**config.mk**
```make
export PLATFORM = sky130hd
export DESIGN_NAME = gray_counter
export DESIGN_NICKNAME = d
export VERILOG_FILES = /design/src/rtl/gray_counter.sv
export SDC_FILE = /design/constraint.sdc
export NUM_CORES = 1
export LEC_CHECK = 0
export ABC_AREA = 1
export CORE_ASPECT_RATIO = 1.25
export CORE_MARGIN = 2
export CORE_UTILIZATION = 30
export DETAILED_ROUTE_END_ITERATION = 10
export PLACE_DENSITY = 0.6
export REMOVE_ABC_BUFFERS = 1
export SYNTH_ARGS = -nofsm -noshare
export SYNTH_HDL_FRONTEND = slang
export SYNTH_SLANG_ARGS = --single-unit
```
**constraint.sdc**
```tcl
create_clock -name clk -period 2.05 [get_ports clk]
set_clock_uncertainty 0.15 [all_clocks]
set_input_delay 0.41 -clock clk [delete_from_list [all_inputs] [get_ports clk]]
set_output_delay 0.41 -clock clk [all_outputs]
set_load 0.05 [all_outputs]
```
**src/rtl/gray_counter.sv**
```systemverilog
// gray_counter: N-bit Gray-code sequence generator behind a valid/ready handshake.
// Latency: 1 cycle from load, from rst release with en, or from a handshake to the next presented code.
// Backpressure: while out_valid=1 and out_ready=0, gray_out and out_valid hold; en and up_dn are ignored.
//
// Ports:
//   clk        rising-edge clock
//   rst        synchronous reset, active-high
//   en         permits presenting a new code
//   up_dn      step direction: 1 = increment, 0 = decrement
//   load       synchronous load strobe; loses only to rst
//   load_bin   binary start value taken when load=1
//   gray_out   registered Gray code, always gray(bin_cnt)
//   out_valid  gray_out holds a code not yet consumed
//   out_ready  downstream accepts gray_out this cycle
//   wrap       one-cycle pulse while the post-wrap code is presented
module gray_counter #(
  parameter int N = 4
) (
  input  logic         clk,
  input  logic         rst,
  input  logic         en,
  input  logic         up_dn,
  input  logic         load,
  input  logic [N-1:0] load_bin,
  output logic [N-1:0] gray_out,
  output logic         out_valid,
  input  logic         out_ready,
  output logic         wrap
);

  localparam logic [N-1:0] ONE      = N'(1);
  localparam logic [N-1:0] ALL_ONES = {N{1'b1}};

  logic [N-1:0] bin_cnt;
  logic [N-1:0] bin_nxt;
  logic         wrap_nxt;
  logic         hs;

  function automatic logic [N-1:0] to_gray(input logic [N-1:0] x);
    return x ^ (x >> 1);
  endfunction

  assign hs = out_valid && out_ready;

  // Next step value and whether that step crosses the modulo boundary.
  always_comb begin
    bin_nxt  = bin_cnt;
    wrap_nxt = 1'b0;
    if (up_dn) begin
      bin_nxt  = bin_cnt + ONE;
      wrap_nxt = (bin_cnt == ALL_ONES);
    end else begin
      bin_nxt  = bin_cnt - ONE;
      wrap_nxt = (bin_cnt == '0);
    end
  end

  // gray_out is written on the same edge as bin_cnt so it never lags it.
  always_ff @(posedge clk) begin
    if (rst) begin
      bin_cnt   <= '0;
      gray_out  <= '0;
      out_valid <= 1'b0;
      wrap      <= 1'b0;
    end else if (load) begin
      // A coincident handshake still consumes the current code; the step is dropped.
      bin_cnt   <= load_bin;
      gray_out  <= to_gray(load_bin);
      out_valid <= 1'b1;
      wrap      <= 1'b0;
    end else if (hs) begin
      // With en=0 the stepped code is kept but not presented until en returns.
      bin_cnt   <= bin_nxt;
      gray_out  <= to_gray(bin_nxt);
      out_valid <= en;
      wrap      <= wrap_nxt;
    end else if (!out_valid && en) begin
      out_valid <= 1'b1;
      wrap      <= 1'b0;
    end else begin
      wrap      <= 1'b0;
    end
  end

endmodule

```
After elaboration in Yosys (flattened, before gate mapping)
Index checks and enable logic that the tools add are counted.
{ "word_totals": {"reg_bits": 10, "inputBits": 10, "wordCells": 26, "output_inout_bits": 6} }
{ "op_classes": {"n_eq_ne": 1, "bitwise": 3, "n_mux": 9, "addsub": 2, "n_reduce_logical": 7} }
{ "ops": {"columns": ["op", "count"], "rows": [
  ["$mux 4", 5],
  ["$xor 4x3->4", 2],
  ["$add 4x1->4 const B", 1],
  ["$eq 4x4->1 const B", 1],
  ["$logic_not 4->1", 1],
  ["$mux 1", 4],
  ["$sub 4x1->4 const B", 1],
  ["$reduce_bool 3->1", 1],
  ["$reduce_or 3->1", 1],
  ["$logic_and 1x1->1", 2],
  ["$reduce_bool 2->1", 1],
  ["$logic_not 1->1", 1],
  ["$not 1->1", 1]
]} }

Logic depth before layout (Yosys ltp)
Gate-level depths: netlist of the first run.
{ "depth": {"depth_word": 5, "ltp_mapped": 11, "ltp_nobuf": 11} }

Least setup slack after synthesis of the first run
No wires, ideal clock.
{ "synth_path": {"path_type": "in2reg", "startpoint": "in up_dn", "endpoint": "reg gray_out[1]", "t_arrival_ns": 1.473, "t_required_ns": 1.844, "setup_ns": 0.056, "path_stages": 9, "path_buffers": 0, "path_slack_ns": 0.371, "cell_sequence": "inv_1 > fa_1 > xor2_1 > nand2_1 > inv_1 > nand3_1 > nand3_1 > nand2_1 > inv_1"} }
{ "synth_between": {"elab_chain_cells": 4} }
{ "synth_rtl": {"columns": ["element", "line", "text"], "rows": [
  ["from (decl)", "22", "input logic up_dn,"],
  ["$mux 4", "49", "if (up_dn) begin"],
  ["$xor 4x3->4", "40", "return x ^ (x >> 1);"],
  ["$mux 4", "71", "end else if (hs) begin"],
  ["$mux 4", "65", "end else if (load) begin"],
  ["to (signal assigned)", "68", "gray_out <= to_gray(load_bin);"],
  ["to (signal assigned)", "74", "gray_out <= to_gray(bin_nxt);"],
  ["to (decl)", "25", "output logic [N-1:0] gray_out,"]
]} }
Every way passes these cells. The select of a mux whose other input is x is not followed.
A chain may end at the register's enable or synchronous reset.

Worst setup path in the final report of the first run
{ "layout_path": {"startpoint": "reg gray_out[0]", "endpoint": "out gray_out[0]"} }
No word-level cell between the ends.

==> results of run 1 <==
[what timing repair did]
| action | 4_1_cts | 5_1_grt |
|---|---|---|
| endpoints found under the setup margin | 0 | 4 |
| resized for setup | 0 | 5 |
| endpoints found under the hold margin | 0 | 0 |
[worst max path at each step]
stage | from | end | slack (ps) | depth (start not counted)
floorplan | up_dn | gray_out[1] | 370 | 9
CTS | up_dn | gray_out[1] | 1 | 10
global placement | up_dn | gray_out[1] | -230 | 10
global route | gray_out[0] | gray_out[0] | 40 | 1
finish | gray_out[0] | gray_out[0] | 100 | 1
detailed placement | up_dn | gray_out[1] | -280 | 10
[through the flow]
stage	util [%]	cells	setup TNS (ps)
detailed placement	39.1	128	-1150
floorplan	-	92	0
global placement	39.1	128	-1030
global route	41.1	132	0
finish	41.1	132	0
CTS	40.4	132	0
[synth_stat cells, types with 2 or more instances]
cell type / n
nor2_1: 4
inv_1: 12
dfxtp_1: 9
a21oi_1: 4
o21ai_1: 4
o21ai_0: 2
ha_1: 2
a31oi_1: 4
nand2_1: 27
buf_6: 2
nand3_1: 10
[final cells by class]
type / count / area share, %
repair buffers: 16 / 18.5
multi-input cells: 69 / 46.4
flip-flops and latches: 9 / 21.9
inverters: 14 / 6.98
clock buffers: 4 / 3.19
well taps: 20 / 3.03
[registers in the layout (all words and copies together), names as in the netlist]
register / flops
gray_out: 4
bin_cnt: 3
out_valid: 1
wrap: 1
[cell families (layout without fill, tap and decap cells)]
| logic type | after synthesis | after routing | synth area share, % |
|---|---|---|---|
| adders and majority gates | 3 | 3 | 7.06 |
| AOI/OAI and AO/OA | 15 | 15 | 12.9 |
| xor gates and xnor gates | 1 | 1 | 1.37 |
| buffers and inverters | 17 | 34 | 13.7 |
| DFF | 9 | 9 | 28.2 |
| and+or+nand+nor | 50 | 50 | 36.7 |
[routing by layer]
layer,track usage (%),vias to the layer above,part of all wire (%)
met5,0,-,0
li1,-,340,-
met1,16.3,278,46
met3,4.25,2,4.1
met2,20.2,13,49
met4,3.78,0,0.98
[power breakdown]
part | internal, mW | total [mW] | switching (mW)
registers | 0.191 | 0.206 | 0.0145
clock network | 0.0750 | 0.139 | 0.0639
logic | 0.0833 | 0.211 | 0.128
total | 0.350 | 0.556 | 0.206
==> flow_summary_export.csv, run 1 <==
group,metric,value,unit
drt,vias,633,
synthesis,synth_edf_count,0,
sta,fin_crit,1950,ps
placed_design,pre_cts_ws,-275,ps
clock_network,clk_pin_slew,70,ps
drt,drt-wirelength-per-cell,10.8,um
sta,fmaxAchievable,0.512,GHz
worst_setup_path,required,1490,ps
global_routing,grt_pass1_wl,2480,um
floorplanning,dieArea,2510,um2
sta,post-route-period-util,95.3,%
pwr,max-vdd-ir-drop,0.377,mV
global_routing,grt_pass1_vias,597,
worst_setup_path,crit_path_end_kind,"primary output",
run,cap_viol_max_count,0,
global_routing,grt_max_degree,12,
synthesis,synthCells,95,
worst_setup_path,max_stage_delay,800,ps
floorplanning,die_h,55.6,um
synthesis,ys.flop_type,"dfxtp_1",
synthesis,yosysUniqueCellTypes,26,
sta,maxSlewHeadroom,66.8,%
cells_and_area,finish.instance_area,825,um2
worst_setup_path,crit_family,"buffers and inverters",
drt,wl,1420,um
floorplanning,core_area,2000,um2
sta,final.setup.worst_slack,95.9,ps
hold_path,hold_class,"flip-flop to flip-flop",
clock_network,cts_made_buffers,3,
floorplanning,die_x,45.3,um
sta,worst_pin_slew,496,ps
cells_and_area,n_antenna_cell,0,
global_routing,grtUsageTotal,12.8,%
cells_and_area,multi_input_area,383,um2
cells_and_area,layout_common_cells,"nand2_1, inv_1, clkdlybuf4s50_1",
worst_setup_path,crit_path_top_delay_cell,"clkdlybuf4s50_1",
pwr,power.density,674,nW/um2
synthesis,synth_area,638,um2
cells_and_area,area_growth,29.2,%
cells_and_area,layout_commonest_cell,"nand2_1",
synthesis,synth.avg_cell_area,6.72,um2
sta,finalMaxSlewViolations,0,
worst_setup_path,crit_buf_inv,1,
placed_design,io_buffers,15,
worst_setup_path,critical_path_arrival,1390,ps
hold_path,min_from,"out_valid",
status,outcome,"finished, final reports clean",
worst_setup_path,cp-start-kind,"flip-flop",
synthesis,synth_warnings,0,
clock_network,cts_hold_buf,0,
clock_network,cts_tree,"built",
synthesis,yosys-top-cells-area,"dfxtp_1, nand2_1, nand3_1",
drt,ant_nets,0,
cells_and_area,final-seq-area,180,um2
hold_path,whs_endpoint,"out_valid",
worst_setup_path,r2r-end,"gray_out[1]",
drt,drc,0,
synthesis,ys_seq_area_share,28.2,%
synthesis,synth.largest_area_cell,"dfxtp_1",
clock_network,cts.path.max_buffers,2,
worst_setup_path,crit_type,"flip-flop to primary output",
floorplanning,ios,16,
placed_design,gp_congestion,0.863,
clock_network,root_buffer,"clkbuf_4",
sta,rsz0062_at_grt,"no",
cells_and_area,drive_above_1_share,16.1,%
sta,finalHoldViolCount,0,
placed_design,hpwlAfterDp,1140,um
worst_setup_path,crit_path_max_fanout,2,
clock_network,cts_setup_buffers,0,
worst_setup_path,worstPathCellList,"clkdlybuf4s50_1",
global_routing,overflow,0,
cells_and_area,finalNetCount,126,
drt,first_pass_iters,4,
worst_setup_path,worstRegToRegCells,7,
pwr,p_leak,0.413,nW
floorplanning,initial_core_util,31.8,%
floorplanning,core.rowCount,18,
pwr,power,0.556,mW
drt,vias_per_cell,4.80,
drt,drt_iter0_markers,7,
synthesis,synth_top_area_share,28.2,%
sta,whs,325,ps
placed_design,placed_cell_area,783,um2
synthesis,ys_ff_latch,9,
synthesis,synthArstFlopShare,0,%
worst_setup_path,r2r_slack,410,ps
clock_network,htreeDepth,1,
global_routing,antenna_found_initial,0,
clock_network,cts.sinks,9,
worst_setup_path,r2r_start,"bin_cnt[0]",
sta,setup_viol,0,
cells_and_area,fillCellCount,220,
clock_network,clk_latency,260,ps
hold_path,worst_hold_path.num_cells,2,
No activity file was read; power rests on OpenSTA's default activity.
==> run 2: changes to the inputs <==
Settings changed: ABC_AREA 1 to unset, DONT_BUFFER_PORTS set to 1, PLACE_DENSITY 0.6 to 0.51.
==> run 2 against run 1 <==
  * Sequential share of layout area is 3.8 points higher
  * Non-clock buffer count down 9
  * Clock-buffer cell count stayed put
  * Register-to-register slack got worse by 170 ps
  * Synthesized cell count down 31%
  * Sequential power rose by 4%
  * First-iteration DRC count shrank 14%
  * Critical endpoint is now gray_out[3]
  * Largest cell class unchanged
  * Largest power group is now registers
==> flow_summary_export.csv, run 2 <==
group,metric,value,unit
status,outcome,"finished, final reports clean",
cells_and_area,top_regs,"gray_out: 4 flops, bin_cnt: 3 flops",
synthesis,synth_edf_count,0,
cells_and_area,top_register,"gray_out",
sta,maxSlewHeadroom,66.1,%
drt,drc,0,
run,cap_viol_max_count,0,
global_routing,grt_pass1_vias,487,
synthesis,synth_top_area_share,29.3,%
cells_and_area,drive_above_1_share,21.6,%
placed_design,io_buffers,0,
hold_path,hold_class,"input port to flip-flop",
clock_network,cts_hold_buf,0,
placed_design,hpwlAfterDp,976,um
clock_network,cts_resized,0,
synthesis,synth.avg_cell_area,9.31,um2
synthesis,yosysUniqueCellTypes,27,
floorplanning,dieArea,2430,um2
synthesis,yosysMostFrequentCell,"xnor2_1",
global_routing,grt_max_degree,17,
hold_path,min_from,"rst",
sta,rsz0062_at_grt,"no",
sta,post-route-period-util,88.3,%
drt,first_pass_iters,4,
clock_network,cts.path.max_buffers,2,
worst_setup_path,crit_path_max_fanout,5,
floorplanning,initial_core_util,31.4,%
synthesis,synth_warnings,0,
synthesis,synthArstFlopShare,0,%
clock_network,clk_latency,260,ps
worst_setup_path,required,2030,ps
worst_setup_path,crit_type,"flip-flop to flip-flop",
worst_setup_path,crit_path_top_delay_cell,"dfxtp_1",
cells_and_area,layout_commonest_cell,"xnor2_1",
worst_setup_path,worstSetupStartpoint,"bin_cnt[1]",
cells_and_area,n_antenna_cell,0,
drt,vias,490,
sta,worst_pin_slew,509,ps
synthesis,synth_area,614,um2
synthesis,synth.largest_area_cell,"dfxtp_1",
worst_setup_path,r2r_slack,240,ps
clock_network,cts_setup_buffers,0,
placed_design,gp_congestion,0.721,
synthesis,ys.flop_type,"dfxtp_1",
pwr,p_leak,0.278,nW
clock_network,clk_pin_slew,60,ps
drt,wl,1270,um
clock_network,cts_made_buffers,3,
worst_setup_path,crit_buf_inv,0,
worst_setup_path,r2r_start,"bin_cnt[1]",
global_routing,grt_pass1_wl,2270,um
cells_and_area,finalNetCount,88,
synthesis,synthCells,66,
synthesis,yosys-top-cells-area,"dfxtp_1, xnor2_1, a211oi_1",
drt,ant_nets,0,
drt,drt-wirelength-per-cell,13.5,um
drt,vias_per_cell,5.21,
global_routing,grtUsageTotal,13.2,%
sta,fmaxAchievable,0.553,GHz
floorplanning,core.rowCount,18,
worst_setup_path,cp-start-kind,"flip-flop",
worst_setup_path,crit_family,"compound AO/OA/AOI/OAI gates",
pwr,max-vdd-ir-drop,0.261,mV
global_routing,antenna_found_initial,0,
worst_setup_path,critical_path_arrival,1790,ps
drt,drt_iter0_markers,6,
worst_setup_path,crit_path_end_kind,"flip-flop",
worst_setup_path,max_stage_delay,410,ps
worst_setup_path,worstPathCellList,"ha_1, a21o_1, a21o_2, a2111oi_2, a311oi_2",
sta,setup_viol,0,
clock_network,cts_tree,"built",
clock_network,htreeDepth,1,
cells_and_area,layout_common_cells,"xnor2_1, dfxtp_1, nor2_1",
synthesis,ys_seq_area_share,29.3,%
sta,finalMaxSlewViolations,0,
synthesis,synthTopCellsByCount,"xnor2_1, dfxtp_1, nor2_1, a21oi_1, a211oi_1",
cells_and_area,largest_register_ffs,4,
sta,setup_tns,0,ps
sta,finalHoldViolCount,0,
global_routing,overflow,0,
floorplanning,die_x,44.5,um
pwr,power.density,735,nW/um2
synthesis,ys_ff_latch,9,
sta,fin_crit,1810,ps
cells_and_area,final_cells,94,
clock_network,cts.sinks,9,
placed_design,dpl.cell_count,90,
clock_network,root_buffer,"clkbuf_4",
floorplanning,core_area,1960,um2
floorplanning,ios,16,
cells_and_area,area_growth,14.3,%
floorplanning,die_h,54.6,um
## run 2: changes by cell type after synthesis, moves of 5 or more
| cell | before | now |
|---|---|---|
| xnor2_1 | 0 | 10 |
| nand2_1 | 27 | 0 |
| a211oi_1 | 0 | 5 |
| nand3_1 | 10 | 1 |
| inv_1 | 12 | 3 |
## run 2: per-layer routing
| metal | global-route usage, % | vias to the layer above | part of all wire (%) |
|---|---|---|---|
| met5 | 0 | - | 0 |
| met4 | 4.55 | 0 | 0.79 |
| met3 | 6.27 | 2 | 6.4 |
| met2 | 21.0 | 12 | 49 |
| met1 | 15.4 | 223 | 44 |
| li1 | - | 253 | - |
## run 2: cell families (layout without fill, tap and decap cells)
family / Yosys count / count (layout) / share of synthesized area (%)
buffers and inverters: 6 / 14 / 4.48
flip-flops: 9 / 9 / 29.3
AO/OA/AOI/OAI: 18 / 18 / 25.5
XOR/XNOR: 11 / 11 / 15.7
multiplexers: 3 / 3 / 5.09
adder cells (fa/ha/maj): 3 / 3 / 7.33
AND/OR/NAND/NOR: 16 / 16 / 12.6
## run 2: worst paths after layout
path | end | cells after the start
worst max-delay path | gray_out[3] | 5
worst min register to register | wrap | 2
worst max register to register | gray_out[3] | 5
worst min-delay path | out_valid | 1
## run 2: layout make-up
type | instances | area (um2)
fillers | 200 | 1260
multi-input cells | 51 | 407
flip-flops and latches | 9 | 180
repair buffers | 7 | 52.6
clock buffers | 4 | 26.3
well taps | 20 | 25.0
inverters | 3 | 11.3
## run 2: power by group
group / internal (mW) / total (mW) / switching [mW]
registers: 0.189 / 0.215 / 0.0268
logic: 0.0815 / 0.162 / 0.0804
clock network: 0.0751 / 0.139 / 0.0635
total: 0.345 / 0.516 / 0.171
## run 2: through the flow
step / instance area (um2) / utilization, % / setup WS (ps) / hold WS, ps / total power [mW]
after floorplan: 598 / - / 138 / 329 / 0.341
after global routing: 702 / 35.8 / 127 / 40.3 / 0.555
after detailed placement: 676 / 34.5 / 61.6 / 336 / 0.383
after CTS: 702 / 35.8 / 226 / 53.4 / 0.525
final: 702 / 35.8 / 240 / 62.5 / 0.516
after global placement: 676 / 34.5 / 38.7 / 333 / 0.383
==> run 3: changes to the inputs <==
Settings changed: MAX_ROUTING_LAYER set to met4.
==> run 3 against run 2 <==
  * Flip-flop and latch count unchanged
  * Wire length unchanged
  * Power about the same
  * Hold slack about the same
  * First-iteration DRC count unchanged
  * Sequential share of layout area unchanged
  * Design area unchanged
  * Critical endpoint unchanged
==> flow_summary_export.csv, run 3 (synthesis gave the netlist of run 2 again) <==
group,metric,value,unit
cells_and_area,layout_common_cells,"xnor2_1, dfxtp_1, nor2_1",
clock_network,cts.path.max_buffers,2,
run,cap_viol_max_count,0,
worst_setup_path,r2r_start,"bin_cnt[1]",
placed_design,io_buffers,0,
sta,rsz0062_at_grt,"no",
clock_network,htreeDepth,1,
placed_design,hpwlAfterDp,976,um
floorplanning,initial_core_util,31.4,%
worst_setup_path,crit_type,"flip-flop to flip-flop",
drt,wl,1270,um
clock_network,cts_setup_buffers,0,
floorplanning,die_h,54.6,um
worst_setup_path,critical_path_arrival,1790,ps
sta,setup_viol,0,
floorplanning,die_x,44.5,um
hold_path,hold_class,"input port to flip-flop",
worst_setup_path,worstRegToRegCells,5,
sta,worst_pin_slew,509,ps
hold_path,whs_endpoint,"out_valid",
drt,drt-wirelength-per-cell,13.5,um
worst_setup_path,cp-start-kind,"flip-flop",
worst_setup_path,required,2030,ps
cells_and_area,drive_above_1_share,21.6,%
floorplanning,ios,16,
drt,ant_nets,0,
sta,fmaxAchievable,0.553,GHz
pwr,power.density,735,nW/um2
pwr,max-vdd-ir-drop,0.261,mV
hold_path,min_from,"rst",
sta,whs,62.6,ps
global_routing,grt_pass1_wl,2280,um
worst_setup_path,crit_path_end_kind,"flip-flop",
clock_network,cts_tree,"built",
placed_design,placed_cell_area,676,um2
cells_and_area,top_register,"gray_out",
placed_design,gp_congestion,0.729,
placed_design,pre_cts_ws,61.6,ps
hold_path,worst_hold_path.num_cells,1,
drt,first_pass_iters,4,
pwr,p_leak,0.278,nW
worst_setup_path,r2r-end,"gray_out[3]",
clock_network,root_buffer,"clkbuf_4",
global_routing,grtUsageTotal,13.6,%
cells_and_area,area_growth,14.3,%
cells_and_area,finalNetCount,88,
drt,drt_iter0_markers,6,
cells_and_area,final_cells,94,
clock_network,cts.sinks,9,
global_routing,antenna_found_initial,0,
drt,vias_per_cell,5.21,
cells_and_area,largest_register_ffs,4,
sta,fin_crit,1810,ps
drt,vias,490,
cells_and_area,layout_commonest_cell,"xnor2_1",
cells_and_area,n_antenna_cell,0,
sta,setup_tns,0,ps
clock_network,cts_resized,0,
cells_and_area,top_regs,"gray_out: 4 flops, bin_cnt: 3 flops",
placed_design,dpl.cell_count,90,
sta,finalMaxSlewViolations,0,
sta,finalHoldViolCount,0,
cells_and_area,final_core_util,35.8,%
floorplanning,core.rowCount,18,
clock_network,clk_latency,260,ps
global_routing,grt_pass1_vias,486,
cells_and_area,finish.instance_area,702,um2
sta,maxSlewHeadroom,66.1,%
floorplanning,core_area,1960,um2
worst_setup_path,r2r_slack,240,ps
floorplanning,dieArea,2430,um2
worst_setup_path,crit_path_max_fanout,5,
clock_network,cts_hold_buf,0,
sta,final.setup.worst_slack,240,ps
clock_network,clk_pin_slew,60,ps
pwr,power,0.516,mW
sta,post-route-period-util,88.3,%
drt,drc,0,
status,outcome,"finished, final reports clean",
clock_network,cts_made_buffers,3,
global_routing,overflow,0,
global_routing,grt_max_degree,17,
[run 3: cell type report]
type / instances / area (um2)
clock buffer: 4 / 26.3
fill: 200 / 1260
inverter: 3 / 11.3
multi-input combinational: 51 / 407
sequential: 9 / 180
tap: 20 / 25.0
timing repair buffer: 7 / 52.6
[run 3: how the worst max path moves through the flow]
stage,cells past startpoint,to,from
after global routing,5,gray_out[3],bin_cnt[1]
after CTS,6,gray_out[1],bin_cnt[1]
after detailed placement,7,gray_out[1],up_dn
after floorplan,6,gray_out[3],up_dn
final,5,gray_out[3],bin_cnt[1]
after global placement,7,gray_out[1],up_dn
[run 3: power by group]
| group | internal [mW] | leakage [nW] | switching, mW |
|---|---|---|---|
| Combinational | 0.0815 | 0.188 | 0.0804 |
| Sequential | 0.189 | 0.0747 | 0.0268 |
| Clock | 0.0751 | 0.0150 | 0.0635 |
| Total | 0.345 | 0.278 | 0.171 |
[run 3: layer usage]
metal  global-route usage [%]  share of wire (%)  vias to the layer above
li1                         -                  -                      253
met1                     15.4                 44                      223
met2                     21.0                 49                       12
met3                     6.27                6.4                        2
met4                     4.55               0.79                        0
met5                        -                  0                        -
[run 3: critical path, stage by stage (launching register included)]
cell	delay [ps]
dfxtp_1	410
ha_1	260
a21o_1	210
a21o_2	260
a2111oi_2	330
a311oi_2	60
==> RTL edit (config.mk and constraints of run 3) <==
Change the parameter `N` from 4 to 8.
--- a/src/rtl/gray_counter.sv
+++ b/src/rtl/gray_counter.sv
@@ -15,5 +15,5 @@
 //   wrap       one-cycle pulse while the post-wrap code is presented
 module gray_counter #(
-  parameter int N = 4
+  parameter int N = 8
 ) (
   input  logic         clk,
Ports: changed (resized gray_out and load_bin); port bits go from 16 to 24. The function was not compared with the original's and may differ.
==> RTL edit against run 3 <==
The flow now finishes with violations (setup timing). Critical path depth increased by 3. Wire length up 140%. Core utilization is 4.8 points higher. Hold slack improved by 0.0019 ns. Total power up 110%. Setup slack worse by 0.29 ns. Non-clock buffer count increased by 16. Final cell count up 140%. Cell area increased by 120%. Sequential cell count is 8 higher. First-iteration DRC count grew to 10 times the old value. Synthesized area increased by 98%. Fmax is 14% lower. Largest power group unchanged.
==> RTL edit: results (changes against run 3) <==
final worst slack -0.0487 ns (-0.289 ns); Final setup violation count 1 (+1); antenna cell count 0 (unchanged); Max Buffers Root-to-Sink 2 (unchanged); mux share of post-synthesis cell area 0 (-0.0509); data arrival at the endpoint of the critical path 2.11 ns (+0.32 ns); total wire length after detailed routing 3.06 mm (+140%); pin count of the biggest net entering global routing 29 (+12); synthesized netlist cell count 150 (+130%); clock tree root buffer cell clkbuf_8; number of antenna violations at the first check in global routing 0 (unchanged); leading cell types by total area after synthesis dfxtp_1, xnor2_1, a21oi_1; Port Buffer Count 0 (unchanged); 1st-pass router iterations 4 (unchanged); number of warnings reported in the yosys synthesis log 0 (unchanged); GRT Overall Usage 0.147 (+0.0109); violation count after the first detailed-route iteration 62 (+56); first-pass GRT wire length 4.87 mm (+110%); via count of the first global-routing pass 1024 (+110%); maximum level of the CTS H-tree 1 (unchanged); detailed placer's ending HPWL 2.28 mm (+130%); Cell Count Post-Placement 214 (+140%); post-route insts no fill 222 (+140%); CTS resizes 12 (+12); top cells by instance count after synthesis dfxtp_1, a21oi_1, nor2_1; Internal Power 0.000706 W (+100%); share of the yosys chip area belonging to registers 0.279 (-0.0140); count of buffers added by post-CTS timing repair for setup 1 (+1); static leakage power 0.593 nW (+110%); Slew HR 0.619 (-0.0415); registers with the most flip-flops gray_out (8), bin_cnt (7); Slew Limit Fails 0 (unchanged); vias after detailed routing 1132 (+130%); routed wl met2 1.59 mm (+160%); wire length on met3 66 microns (-19%); fraction of synthesized cell area in xor and xnor cells 0.151 (-0.00590); HP Class input pin to flop; routed metal-1 wirelength 1.34 mm (+140%); number of distinct standard cells referenced by the synthesized netlist 34 (+26%); # nets final 190 (+120%); total clock buffers created by CTS 3 (unchanged); maximum net fanout on the critical path 3 (-2); Synth Area in Compound Gates 0.261 (+0.00620); highest ir drop seen on vdd 248 uV (-5.1%); failing checks setup timing; Synth async-reset ratio 0 (unchanged); outcome finished, violations left; proportion of layout cells with a drive suffix above 1 0.280 (+0.0635); last weighted congestion value of the routability-driven placer 0.755 (+3.5%); Reg clk slew, reported paths 0.07 ns; area share of fa/ha/maj cells after synthesis 0.0780 (+0.00471); clock latency at the later pin of the worst-skew pair 0.25 ns; uppermost layer routed met4
-- RTL edit: cell count changes in the layout (fill, tap and decap cells not counted), sizes merged, moves of 3 or more --
cell | run 3 | this run
o22ai | 0 | 4
nand2 | 1 | 7
o21ai | 0 | 7
and3 | 0 | 3
xor2 | 1 | 7
a21oi | 6 | 16
buf | 7 | 23
ha | 2 | 6
nor2 | 8 | 16
inv | 3 | 8
nand2b | 1 | 5
dfxtp | 9 | 17
xnor2 | 10 | 14
a221oi | 0 | 3
-- RTL edit: through the flow --
stage / util / setup WS (ns) / area, sq um / hold slack (ns) / setup TNS, ns
final: 0.406 / -0.0487 / 1560 / 0.0644 / -0.0487
after global routing: 0.406 / -0.212 / 1560 / 0.0590 / -0.329
after CTS: 0.388 / 0.0000722 / 1490 / 0.0647 / 0
after detailed placement: 0.360 / -0.229 / 1390 / 0.333 / -1.18
after global placement: 0.360 / -0.203 / 1390 / 0.327 / -0.749
after floorplan: - / -0.234 / 1170 / 0.329 / -0.284
-- RTL edit: power by group through the flow --
| stage | Sequential, W | Combinational [W] | Clock [W] |
|---|---|---|---|
| final | 0.000422 | 0.000406 | 0.000259 |
| after global routing | 0.000426 | 0.000448 | 0.000275 |
| after CTS | 0.000421 | 0.000386 | 0.000260 |
| after detailed placement | 0.000427 | 0.000362 | 0 |
| after global placement | 0.000427 | 0.000355 | 0 |
| after floorplan | 0.000443 | 0.000234 | 0 |
-- RTL edit: cell type report --
type	instances	area [sq um]
Fill cell	380	2280
Multi-Input combinational cell	115	897
Sequential cell	17	343
Timing Repair Buffer	23	173
Tap cell	54	67.6
Clock buffer	4	45.0
Inverter	9	37.5
-- RTL edit: worst paths after layout --
path | start | endpoint | slack (ns) | cells after the start
worst max-delay path | bin_cnt[0]$_SDFFE_PP0P_ | gray_out[5]$_SDFFE_PP0P_ | -0.05 | 8
worst min-delay path | rst | bin_cnt[5]$_SDFFE_PP0P_ | 0.06 | 1
worst max register to register | bin_cnt[0]$_SDFFE_PP0P_ | gray_out[5]$_SDFFE_PP0P_ | -0.05 | 8
worst min register to register | out_valid$_SDFFE_PP0P_ | out_valid$_SDFFE_PP0P_ | 0.35 | 2
-- RTL edit: metal layers --
layer  vias up  GRT usage
li1        566          -
met1       540      0.175
met2        20      0.239
met3         6     0.0206
met4         0     0.0725
met5         -          -
-- RTL edit: cell families after synthesis --
group,Yosys count
AND/OR/NAND/NOR,41
adder cells (fa/ha/maj),7
buffers and inverters,18
AO/OA/AOI/OAI,46
flip-flops,17
XOR/XNOR,21
-- RTL edit: worst max-delay path, stage by stage, from the launching register on --
cell and delay, ns:
dfxtp_2 0.34, inv_2 0.04, fa_2 0.35, nand2b_4 0.17, a2111oi_4 0.35, a211oi_2 0.08
xnor2_1 0.24, nor3_2 0.08, a2111oi_2 0.21
